[config.mk]
export PLATFORM = sky130hd
export DESIGN_NAME = ysyx_22041207_ifu_prefetch_flat
export DESIGN_NICKNAME = d
export VERILOG_FILES = /design/src/rtl/ysyx_22041207_ifu_prefetch_pkg.sv /design/src/rtl/ysyx_22041207_ifu_prefetch_if.sv /design/src/rtl/ysyx_22041207_ifu_prefetch_queue.sv /design/src/rtl/ysyx_22041207_ifu_prefetch.sv /design/src/flat_wrapper.sv
export SDC_FILE = /design/constraint.sdc
export NUM_CORES = 1
export LEC_CHECK = 0
export ABC_AREA = 1
export CORE_MARGIN = 2
export CORE_UTILIZATION = 35
export CTS_BUF_LIST = sky130_fd_sc_hd__clkbuf_8
export DETAILED_ROUTE_END_ITERATION = 10
export PLACE_DENSITY = 0.57
export RECOVER_POWER = 25
export SETUP_SLACK_MARGIN = 0.02
export SLEW_MARGIN = 15
export SYNTH_ARGS = -nofsm -noshare
export SYNTH_HDL_FRONTEND = slang
export SYNTH_HIERARCHICAL = 1
export SYNTH_SLANG_ARGS = --single-unit
[constraint.sdc]
create_clock -name clk -period 26.8 [get_ports clk]
set_input_delay 4.02 -clock clk [delete_from_list [all_inputs] [get_ports clk]]
set_output_delay 4.02 -clock clk [all_outputs]
set_load 0.01 [all_outputs]
[src/rtl/ysyx_22041207_ifu_prefetch_pkg.sv]
// Shared types and constants for the prefetching instruction-fetch unit.
//   fetch_state_e : fetch FSM states (REQ, WAIT, DROP, HALT)
//   ifu_entry_t   : one instruction-queue entry {inst, pc, misaligned}
//   ILEN          : instruction width
//   PC_W          : PC width stored in a queue entry (widest supported XLEN)
package ysyx_22041207_ifu_pkg;

  localparam int ILEN = 32;
  localparam int PC_W = 64;
  localparam logic [63:0] RESET_PC_DEFAULT = 64'h0000_0000_8000_0000;

  typedef enum logic [1:0] {
    ST_REQ,
    ST_WAIT,
    ST_DROP,
    ST_HALT
  } fetch_state_e;

  typedef struct packed {
    logic [ILEN-1:0] inst;
    logic [PC_W-1:0] pc;
    logic            misaligned;
  } ifu_entry_t;

endpackage

[src/rtl/ysyx_22041207_ifu_prefetch_if.sv]
// Bundle of all IFU-facing signals: imem request/response handshake,
// EX-stage redirect inputs and the decode-side instruction handshake.
//   master : the fetch unit side
//   slave  : the environment side (instruction memory, EX, decode)
interface ysyx_22041207_ifu_prefetch_if #(
  parameter int XLEN  = 64,
  parameter int MEM_W = 64
);
  import ysyx_22041207_ifu_pkg::*;

  logic             imem_req_valid;
  logic             imem_req_ready;
  logic [XLEN-1:0]  imem_req_addr;
  logic             imem_resp_valid;
  logic [MEM_W-1:0] imem_resp_data;

  logic             ex_jal;
  logic             ex_jalr;
  logic             ex_branch_taken;
  logic [XLEN-1:0]  ex_pc;
  logic [XLEN-1:0]  ex_imm;
  logic [XLEN-1:0]  ex_r1data;

  logic             inst_valid;
  logic             inst_ready;
  logic [ILEN-1:0]  inst_o;
  logic [XLEN-1:0]  pc_o;
  logic             inst_misaligned_o;

  modport master (
    output imem_req_valid, imem_req_addr,
    input  imem_req_ready, imem_resp_valid, imem_resp_data,
    input  ex_jal, ex_jalr, ex_branch_taken, ex_pc, ex_imm, ex_r1data,
    output inst_valid, inst_o, pc_o, inst_misaligned_o,
    input  inst_ready
  );

  modport slave (
    input  imem_req_valid, imem_req_addr,
    output imem_req_ready, imem_resp_valid, imem_resp_data,
    output ex_jal, ex_jalr, ex_branch_taken, ex_pc, ex_imm, ex_r1data,
    input  inst_valid, inst_o, pc_o, inst_misaligned_o,
    output inst_ready
  );

endinterface

[src/rtl/ysyx_22041207_ifu_prefetch_queue.sv]
// In-order instruction queue: circular buffer with wrapping pointers and a
// separate occupancy count.
//   clk, rst   : clock, asynchronous active-high reset (control state only)
//   flush      : empty the queue; a same-cycle push lands in slot 0
//   push       : write push_entry (caller guarantees space)
//   pop        : retire head (ignored when empty or flushing)
//   count      : current occupancy
//   head_valid : queue non-empty
//   head       : head entry, all-zero when empty
module ysyx_22041207_ifu_queue
  import ysyx_22041207_ifu_pkg::*;
#(
  parameter int DEPTH = 4
) (
  input  logic                       clk,
  input  logic                       rst,
  input  logic                       flush,
  input  logic                       push,
  input  ifu_entry_t                 push_entry,
  input  logic                       pop,
  output logic [$clog2(DEPTH):0]     count,
  output logic                       head_valid,
  output ifu_entry_t                 head
);

  localparam int PTR_W = $clog2(DEPTH);
  localparam int CNT_W = PTR_W + 1;

  ifu_entry_t       mem [DEPTH];
  logic [PTR_W-1:0] wptr;
  logic [PTR_W-1:0] rptr;
  logic [PTR_W-1:0] wr_idx;
  logic             do_pop;

  assign do_pop     = pop & head_valid & ~flush;
  assign head_valid = (count != '0);
  assign head       = head_valid ? mem[rptr] : '0;
  // A flush restarts the buffer at slot 0, so a simultaneous push goes there.
  assign wr_idx     = flush ? '0 : wptr;

  // storage: data only, no reset
  always_ff @(posedge clk) begin
    if (push) begin
      mem[wr_idx] <= push_entry;
    end
  end

  // pointers and occupancy
  always_ff @(posedge clk or posedge rst) begin
    if (rst) begin
      wptr  <= '0;
      rptr  <= '0;
      count <= '0;
    end else if (flush) begin
      rptr  <= '0;
      wptr  <= push ? PTR_W'(1) : '0;
      count <= push ? CNT_W'(1) : '0;
    end else begin
      if (push) begin
        wptr <= wptr + PTR_W'(1);
      end
      if (do_pop) begin
        rptr <= rptr + PTR_W'(1);
      end
      case ({push, do_pop})
        2'b10:   count <= count + CNT_W'(1);
        2'b01:   count <= count - CNT_W'(1);
        default: count <= count;
      endcase
    end
  end

endmodule

[src/rtl/ysyx_22041207_ifu_prefetch.sv]
// Prefetching instruction-fetch unit. Issues one fetch at a time to
// instruction memory, selects the 32-bit word from the returned beat and
// queues it for decode. EX redirects flush the queue, retarget fetch_pc and
// discard any stale in-flight response; a redirect to a target with bit 1
// set queues a single misaligned marker and halts fetching.
//   clk, rst : clock, asynchronous active-high reset
//   bus      : ysyx_22041207_ifu_prefetch_if.master (imem, EX, decode)
module ysyx_22041207_ifu_prefetch
  import ysyx_22041207_ifu_pkg::*;
#(
  parameter int          XLEN     = 64,
  parameter int          MEM_W    = 64,
  parameter int          DEPTH    = 4,
  parameter logic [63:0] RESET_PC = RESET_PC_DEFAULT
) (
  input logic                          clk,
  input logic                          rst,
  ysyx_22041207_ifu_prefetch_if.master bus
);

  localparam int CNT_W  = $clog2(DEPTH) + 1;
  localparam int WSEL_W = (MEM_W > ILEN) ? $clog2(MEM_W / ILEN) : 1;

  fetch_state_e     state;
  fetch_state_e     state_nx;
  logic [XLEN-1:0]  fetch_pc;
  logic [XLEN-1:0]  fetch_pc_nx;
  logic [XLEN-1:0]  inflight_pc;
  logic [XLEN-1:0]  target;
  logic             halt_pending;
  logic             halt_pending_nx;
  logic             req_valid_q;
  logic             req_valid_nx;
  logic             stale_pending;
  logic             redirect;
  logic             misaligned_tgt;
  logic             accept;
  logic             resp_push;
  logic             q_push;
  logic             q_pop;
  ifu_entry_t       push_entry;
  ifu_entry_t       head;
  logic             head_valid;
  logic [CNT_W-1:0] count;
  logic [CNT_W-1:0] count_nx;

  // Pick the 32-bit word addressed by addr out of a naturally aligned beat.
  function automatic logic [ILEN-1:0] select_word(input logic [MEM_W-1:0] beat,
                                                  input logic [XLEN-1:0]  addr);
    logic [WSEL_W-1:0] idx;
    idx = (MEM_W > ILEN) ? addr[WSEL_W+1:2] : '0;
    return beat[int'(idx)*ILEN +: ILEN];
  endfunction

  // redirect decode: jal/branch target wins over jalr
  assign redirect       = bus.ex_jal | bus.ex_branch_taken | bus.ex_jalr;
  assign target         = (bus.ex_jal | bus.ex_branch_taken)
                        ? bus.ex_pc + bus.ex_imm
                        : (bus.ex_r1data + bus.ex_imm) & ~XLEN'(1);
  assign misaligned_tgt = target[1];

  // handshake and queue control
  assign accept      = req_valid_q & bus.imem_req_ready;
  // fetch_pc advanced on acceptance, so the in-flight address is one word back.
  assign inflight_pc = fetch_pc - XLEN'(4);
  assign resp_push   = (state == ST_WAIT) & bus.imem_resp_valid & ~redirect;
  assign q_push      = (redirect & misaligned_tgt) | resp_push;
  assign q_pop       = head_valid & bus.inst_ready & ~redirect;

  always_comb begin
    push_entry = '0;
    if (redirect) begin
      push_entry.inst       = '0;
      push_entry.pc         = PC_W'(target);
      push_entry.misaligned = 1'b1;
    end else begin
      push_entry.inst       = select_word(bus.imem_resp_data, inflight_pc);
      push_entry.pc         = PC_W'(inflight_pc);
      push_entry.misaligned = 1'b0;
    end
  end

  ysyx_22041207_ifu_queue #(
    .DEPTH(DEPTH)
  ) u_queue (
    .clk        (clk),
    .rst        (rst),
    .flush      (redirect),
    .push       (q_push),
    .push_entry (push_entry),
    .pop        (q_pop),
    .count      (count),
    .head_valid (head_valid),
    .head       (head)
  );

  // next-state: fetch FSM, fetch_pc, and registered request valid
  always_comb begin
    state_nx        = state;
    fetch_pc_nx     = fetch_pc;
    halt_pending_nx = halt_pending;
    // Memory still owes us a beat that must be thrown away.
    stale_pending   = accept |
                      (((state == ST_WAIT) | (state == ST_DROP)) & ~bus.imem_resp_valid);
    if (redirect) begin
      fetch_pc_nx = target;
      if (stale_pending) begin
        state_nx        = ST_DROP;
        halt_pending_nx = misaligned_tgt;
      end else begin
        state_nx        = misaligned_tgt ? ST_HALT : ST_REQ;
        halt_pending_nx = 1'b0;
      end
    end else begin
      case (state)
        ST_REQ: begin
          if (accept) begin
            state_nx    = ST_WAIT;
            fetch_pc_nx = fetch_pc + XLEN'(4);
          end
        end
        ST_WAIT: begin
          if (bus.imem_resp_valid) begin
            state_nx = ST_REQ;
          end
        end
        ST_DROP: begin
          if (bus.imem_resp_valid) begin
            state_nx        = halt_pending ? ST_HALT : ST_REQ;
            halt_pending_nx = 1'b0;
          end
        end
        ST_HALT: state_nx = ST_HALT;
        default: state_nx = ST_REQ;
      endcase
    end

    if (redirect) begin
      count_nx = misaligned_tgt ? CNT_W'(1) : '0;
    end else begin
      case ({q_push, q_pop})
        2'b10:   count_nx = count + CNT_W'(1);
        2'b01:   count_nx = count - CNT_W'(1);
        default: count_nx = count;
      endcase
    end
    // Only request when the slot the response will land in is guaranteed free.
    req_valid_nx = (state_nx == ST_REQ) && (count_nx < CNT_W'(DEPTH));
  end

  // state registers
  always_ff @(posedge clk or posedge rst) begin
    if (rst) begin
      state        <= ST_REQ;
      fetch_pc     <= XLEN'(RESET_PC);
      halt_pending <= 1'b0;
      req_valid_q  <= 1'b0;
    end else begin
      state        <= state_nx;
      fetch_pc     <= fetch_pc_nx;
      halt_pending <= halt_pending_nx;
      req_valid_q  <= req_valid_nx;
    end
  end

  assign bus.imem_req_valid    = req_valid_q;
  assign bus.imem_req_addr     = fetch_pc;
  assign bus.inst_valid        = head_valid;
  assign bus.inst_o            = head.inst;
  assign bus.pc_o              = XLEN'(head.pc);
  assign bus.inst_misaligned_o = head.misaligned;

endmodule

[src/flat_wrapper.sv]
// flat-port wrapper written by rule: the top's interface ports become plain ports
module ysyx_22041207_ifu_prefetch_flat import ysyx_22041207_ifu_pkg::*;
#(
  parameter int          XLEN     = 64,
  parameter int          MEM_W    = 64,
  parameter int          DEPTH    = 4,
  parameter logic [63:0] RESET_PC = RESET_PC_DEFAULT
)
  (clk, rst, bus_imem_req_valid, bus_imem_req_addr, bus_imem_req_ready, bus_imem_resp_valid, bus_imem_resp_data, bus_ex_jal, bus_ex_jalr, bus_ex_branch_taken, bus_ex_pc, bus_ex_imm, bus_ex_r1data, bus_inst_valid, bus_inst_o, bus_pc_o, bus_inst_misaligned_o, bus_inst_ready);
  ysyx_22041207_ifu_prefetch_if #(.XLEN(XLEN), .MEM_W(MEM_W)) bus_i ();
  input logic clk;
  input logic rst;
  output wire logic [$bits(bus_i.imem_req_valid)-1:0] bus_imem_req_valid;
  output wire logic [$bits(bus_i.imem_req_addr)-1:0] bus_imem_req_addr;
  input wire logic [$bits(bus_i.imem_req_ready)-1:0] bus_imem_req_ready;
  input wire logic [$bits(bus_i.imem_resp_valid)-1:0] bus_imem_resp_valid;
  input wire logic [$bits(bus_i.imem_resp_data)-1:0] bus_imem_resp_data;
  input wire logic [$bits(bus_i.ex_jal)-1:0] bus_ex_jal;
  input wire logic [$bits(bus_i.ex_jalr)-1:0] bus_ex_jalr;
  input wire logic [$bits(bus_i.ex_branch_taken)-1:0] bus_ex_branch_taken;
  input wire logic [$bits(bus_i.ex_pc)-1:0] bus_ex_pc;
  input wire logic [$bits(bus_i.ex_imm)-1:0] bus_ex_imm;
  input wire logic [$bits(bus_i.ex_r1data)-1:0] bus_ex_r1data;
  output wire logic [$bits(bus_i.inst_valid)-1:0] bus_inst_valid;
  output wire logic [$bits(bus_i.inst_o)-1:0] bus_inst_o;
  output wire logic [$bits(bus_i.pc_o)-1:0] bus_pc_o;
  output wire logic [$bits(bus_i.inst_misaligned_o)-1:0] bus_inst_misaligned_o;
  input wire logic [$bits(bus_i.inst_ready)-1:0] bus_inst_ready;
  assign bus_imem_req_valid = bus_i.imem_req_valid;
  assign bus_imem_req_addr = bus_i.imem_req_addr;
  assign bus_i.imem_req_ready = bus_imem_req_ready;
  assign bus_i.imem_resp_valid = bus_imem_resp_valid;
  assign bus_i.imem_resp_data = bus_imem_resp_data;
  assign bus_i.ex_jal = bus_ex_jal;
  assign bus_i.ex_jalr = bus_ex_jalr;
  assign bus_i.ex_branch_taken = bus_ex_branch_taken;
  assign bus_i.ex_pc = bus_ex_pc;
  assign bus_i.ex_imm = bus_ex_imm;
  assign bus_i.ex_r1data = bus_ex_r1data;
  assign bus_inst_valid = bus_i.inst_valid;
  assign bus_inst_o = bus_i.inst_o;
  assign bus_pc_o = bus_i.pc_o;
  assign bus_inst_misaligned_o = bus_i.inst_misaligned_o;
  assign bus_i.inst_ready = bus_inst_ready;
  ysyx_22041207_ifu_prefetch #(.XLEN(XLEN), .MEM_W(MEM_W), .DEPTH(DEPTH), .RESET_PC(RESET_PC)) u_core (.clk(clk), .rst(rst), .bus(bus_i));
endmodule
==> impl.org <==
** Run status
- Result of the run :: finished with violations
- The final reports fail on capacitance limit, slew limit.

** STA
- Max-slew violation count :: 166
- Minimum clock period :: approximately 11 ns
- Setup violations remaining at the end of the flow were counted as 0.
- Worst slew pin tran :: 4.22 ns
- Final worst path period share :: between 40% and 50%
- Min Hold Slack :: 0.533 ns
- Final Hold Fails :: 0
- Normalized max-slew margin :: -182%
- Post-Route Skew :: 0.0297 ns
- RSZ-0062 raised after global routing :: false
- Max Freq :: 87.6 MHz
- Sum Neg Setup Slack :: 0 ns

** Routing
- The first routing iteration left approximately 3000 violations.
- Number of vias per cell after detailed routing :: 5.11
- First drt pass iteration count :: 6
- Final ANT Viol Nets :: 0
- In the routed design, unresolved DRC markers number 0.
- The routed layout has 34700 vias.
- WL per Instance :: slightly above 20 um
- Final wirelength :: 139000 um

** Yosys
- Cell area after synthesis :: 34700 sq um
- The synthesized design contains around 390 enable-type register cells.
- Avg Synthesized Cell Area :: around 7 sq um
- Number of instances in the synthesized netlist :: 5071
- Flip-flop cell with the highest count after synthesis :: sky130_fd_sc_hd__edfxtp_1
- Number of synthesis warnings :: 6
- Of the synthesized area, sequential elements account for 39.0%.
- Flip-flop and latch count after synthesis :: 463
- Of all flip-flops after synthesis, the portion carrying an async set or reset was between 10% and 20%.
- Synthesis produced a netlist with a net count of 5471.
- Counting distinct cell types in the post-synthesis netlist gives 55.

** Min path
- In this run the worst hold path is classified as reg -> reg.

** Power
- In this run switching power makes up 36.8% of total power.
- Internal cell power :: between 1 and 1.5 mW
- LEAKAGE :: 18.7 nW
- Total power divided by cell area :: 54.3 nW/um^2
- Net Switching :: 831 uW
- Per report_power, the combinational group accounts for 32.8% of the total.
- In this run, flip-flops and latches consume around two fifths of the power.
- VDD sags by at most 0.0293 mV.
- Of the total power, the clock network draws 26.4%.

** Clock network
- Reg clk slew, reported paths :: 0.07 ns
- Buffers inserted during post-CTS setup optimization :: 0
- CTS built an H-tree with a depth of 3.
- Gates resized during post-CTS repair numbered 0.
- Clock root buffer master :: sky130_fd_sc_hd__clkbuf_8
- TritonCTS built the clock tree.
- Clock tree synthesis found a total of 463 sinks.
- Number of hold-repair buffers added at the cts stage :: 0
- Clk_lat worst skew :: 0.63 ns
- Clock buffers created by TritonCTS :: 73
- Maximum clock insertion buffer count :: 3

** Worst setup path
- Startpoint type of the worst setup path :: primary input
- R2R Setup Slk :: between 20 and 25 ns
- Required @ worst endpoint :: ~27 ns
- Startpoint-to-endpoint class of the critical path :: in -> reg
- In this run the worst path has a maximum fanout of 58.
- Endpoint class of the critical path :: flop
- Data arrives at the worst endpoint at 11.65 ns.
- Biggest cell delay along the critical path :: ~1.9 ns
- Crit path cell chain :: dlygate4sd3_1, nor2_1, clkinv_1, nor2_1, clkinvlp_2, o31ai_1, nand2_1, nor3_2, buf_4, buf_4
- Cell with the largest stage delay on the worst path :: sky130_fd_sc_hd__clkinvlp_2

** Floorplanning
- Top-Level Pins :: 427
- Initial core utilization :: 35.3%
- Die Footprint :: 102000 sq um
- In this run the core area contains 115 standard-cell rows.
- Total core area :: 98400 sq um
- In this run the horizontal extent of the chip is ~320 um.
- DIE HEIGHT :: 319 um

** Global route
- The total overflow left after global routing is 0.
- Overall track demand over capacity in global routing :: a little over a quarter
- The number of global-route vias before repair is 33000.
- Largest net degree at the start of global routing :: 106
- Number of antenna violations at the first check in global routing :: 3
- Global-route wire length before repair :: a little over 200000 um

** Finish
- Net count reported at finish :: 5840
- Most frequent cells in the layout :: sky130_fd_sc_hd__nand2_1, sky130_fd_sc_hd__nor2_1, sky130_fd_sc_hd__inv_1
- In the final layout, the share of cells above drive strength 1 is 3.66%.
- Leaving out fill and tap cells, the most frequent cell in the layout is sky130_fd_sc_hd__nand2_1.
- Area growth from synthesis to layout :: 19.6%

** Place
- Placer Congestion :: 1.01
- Estimated wirelength of the detail-placed design :: 111000 um
- The count of buffers added on input and output ports is 426.

** Job
- Across the run, the number of max-cap violations was 3.
[stage by stage]
step	total power, mW	util, %	setup slack, ns	std cells	cell area (sq um)
final	2.25	42.2	15.38	6786	41500
after global placement	1.67	40.8	18.20	6652	40100
after CTS	2.28	42.2	18.36	6785	41600
after global routing	2.38	42.2	14.69	6786	41500
after detailed placement	1.68	40.8	18.14	6652	40100
after floorplan	1.33	-	14.02	5071	34700
[critical path: cells and delay by family]
kind | cells | cell delay, ns
buffers and inverters | 5 | 3.71
AND/OR/NAND/NOR | 4 | 2.50
AO/OA/AOI/OAI | 1 | 1.29
[routing by layer]
metal	share of wire (%)	up-vias	track usage, %
met5	0	-	0
met4	3.3	0	8.44
met3	5.6	191	3.02
met2	49	1123	46.6
met1	42	16300	34.0
li1	-	17100	-
[flip-flops by register name (all words and copies together), names as in the netlist]
name / count
u_core/u_queue/rptr: 2
u_core/halt_pending: 1
u_core/u_queue/count: 3
u_core/u_queue/wptr: 2
u_core/state: 2
u_core/u_queue/mem: 388
u_core/bus.imem_req_valid: 1
u_core/bus.imem_req_addr: 64
[final cells by class]
cell class / count / area (sq um)
sequential: 463 / 13500
tap: 1287 / 1610
fill: 10400 / 56900
multi-input combinational: 3774 / 17900
clock inverter: 56 / 382
clock buffer: 77 / 1060
inverter: 676 / 2540
timing repair buffer: 452 / 4450
antenna: 1 / 2.50
[worst paths after layout]
| check | to | startpoint | cells past startpoint |
|---|---|---|---|
| max in group asynchronous | u_core/bus.imem_req_addr[61] | rst | 3 |
| worst min-delay path | u_core/halt_pending | u_core/halt_pending | 2 |
| min in group asynchronous | u_core/u_queue/rptr[1] | rst | 2 |
| worst max-delay path | u_core/u_queue/mem[1][61] | bus_ex_branch_taken | 10 |
| worst min register to register | u_core/halt_pending | u_core/halt_pending | 2 |
| worst max register to register | u_core/u_queue/mem[1][61] | u_core/state[1] | 8 |
[cell usage after synthesis, types with 3 or more instances]
cell	number	area share, %
sky130_fd_sc_hd__o21ai_0	264	3.8
sky130_fd_sc_hd__nand3_2	3	0.086
sky130_fd_sc_hd__nand3_1	192	2.8
sky130_fd_sc_hd__and2_1	3	0.054
sky130_fd_sc_hd__nor2_4	7	0.23
sky130_fd_sc_hd__ha_1	133	4.8
sky130_fd_sc_hd__o21ai_1	103	1.5
sky130_fd_sc_hd__or2_1	3	0.054
sky130_fd_sc_hd__a21oi_1	345	5.0
sky130_fd_sc_hd__xnor2_1	11	0.28
sky130_fd_sc_hd__nor4_1	15	0.27
sky130_fd_sc_hd__nand2_1	1521	16
sky130_fd_sc_hd__nor3_2	9	0.26
sky130_fd_sc_hd__o211ai_1	3	0.065
sky130_fd_sc_hd__nor3_1	74	1.1
sky130_fd_sc_hd__buf_1	7	0.076
sky130_fd_sc_hd__buf_4	21	0.45
sky130_fd_sc_hd__xor2_1	91	2.3
sky130_fd_sc_hd__a22oi_1	18	0.39
sky130_fd_sc_hd__buf_2	33	0.48
sky130_fd_sc_hd__fa_1	3	0.17
sky130_fd_sc_hd__a31oi_1	11	0.20
sky130_fd_sc_hd__nand4_1	48	0.86
sky130_fd_sc_hd__or2_2	5	0.090
sky130_fd_sc_hd__nand3b_1	16	0.35
sky130_fd_sc_hd__clkbuf_2	14	0.20
sky130_fd_sc_hd__inv_2	20	0.22
sky130_fd_sc_hd__clkbuf_1	80	0.86
sky130_fd_sc_hd__buf_6	3	0.097
sky130_fd_sc_hd__and3_1	3	0.054
sky130_fd_sc_hd__nor2_1	830	9.0
sky130_fd_sc_hd__nor2_2	10	0.18
sky130_fd_sc_hd__o21bai_1	24	0.52
sky130_fd_sc_hd__inv_1	655	7.1
sky130_fd_sc_hd__nand2_2	6	0.11
sky130_fd_sc_hd__dfrtp_1	74	5.3
sky130_fd_sc_hd__edfxtp_1	388	34
[logic make-up after synthesis]
| kind of cell | count (synthesis) | synth area share (%) |
|---|---|---|
| buffers and inverters | 834 | 9.48 |
| adder cells (fa/ha/maj) | 136 | 4.96 |
| flip-flops | 463 | 39.0 |
| XOR/XNOR | 102 | 2.57 |
| AO/OA/AOI/OAI | 778 | 11.7 |
| AND/OR/NAND/NOR | 2758 | 32.4 |
[power groups by stage]
stage                     logic [mW]  clock network (mW)  registers, mW
after floorplan                0.414                   0          0.912
after global placement         0.736                   0          0.935
after detailed placement       0.739                   0          0.937
after CTS                      0.742               0.611          0.922
after global routing           0.808               0.640          0.928
final                          0.739               0.594          0.922
No activity file was read; power rests on OpenSTA's default activity.
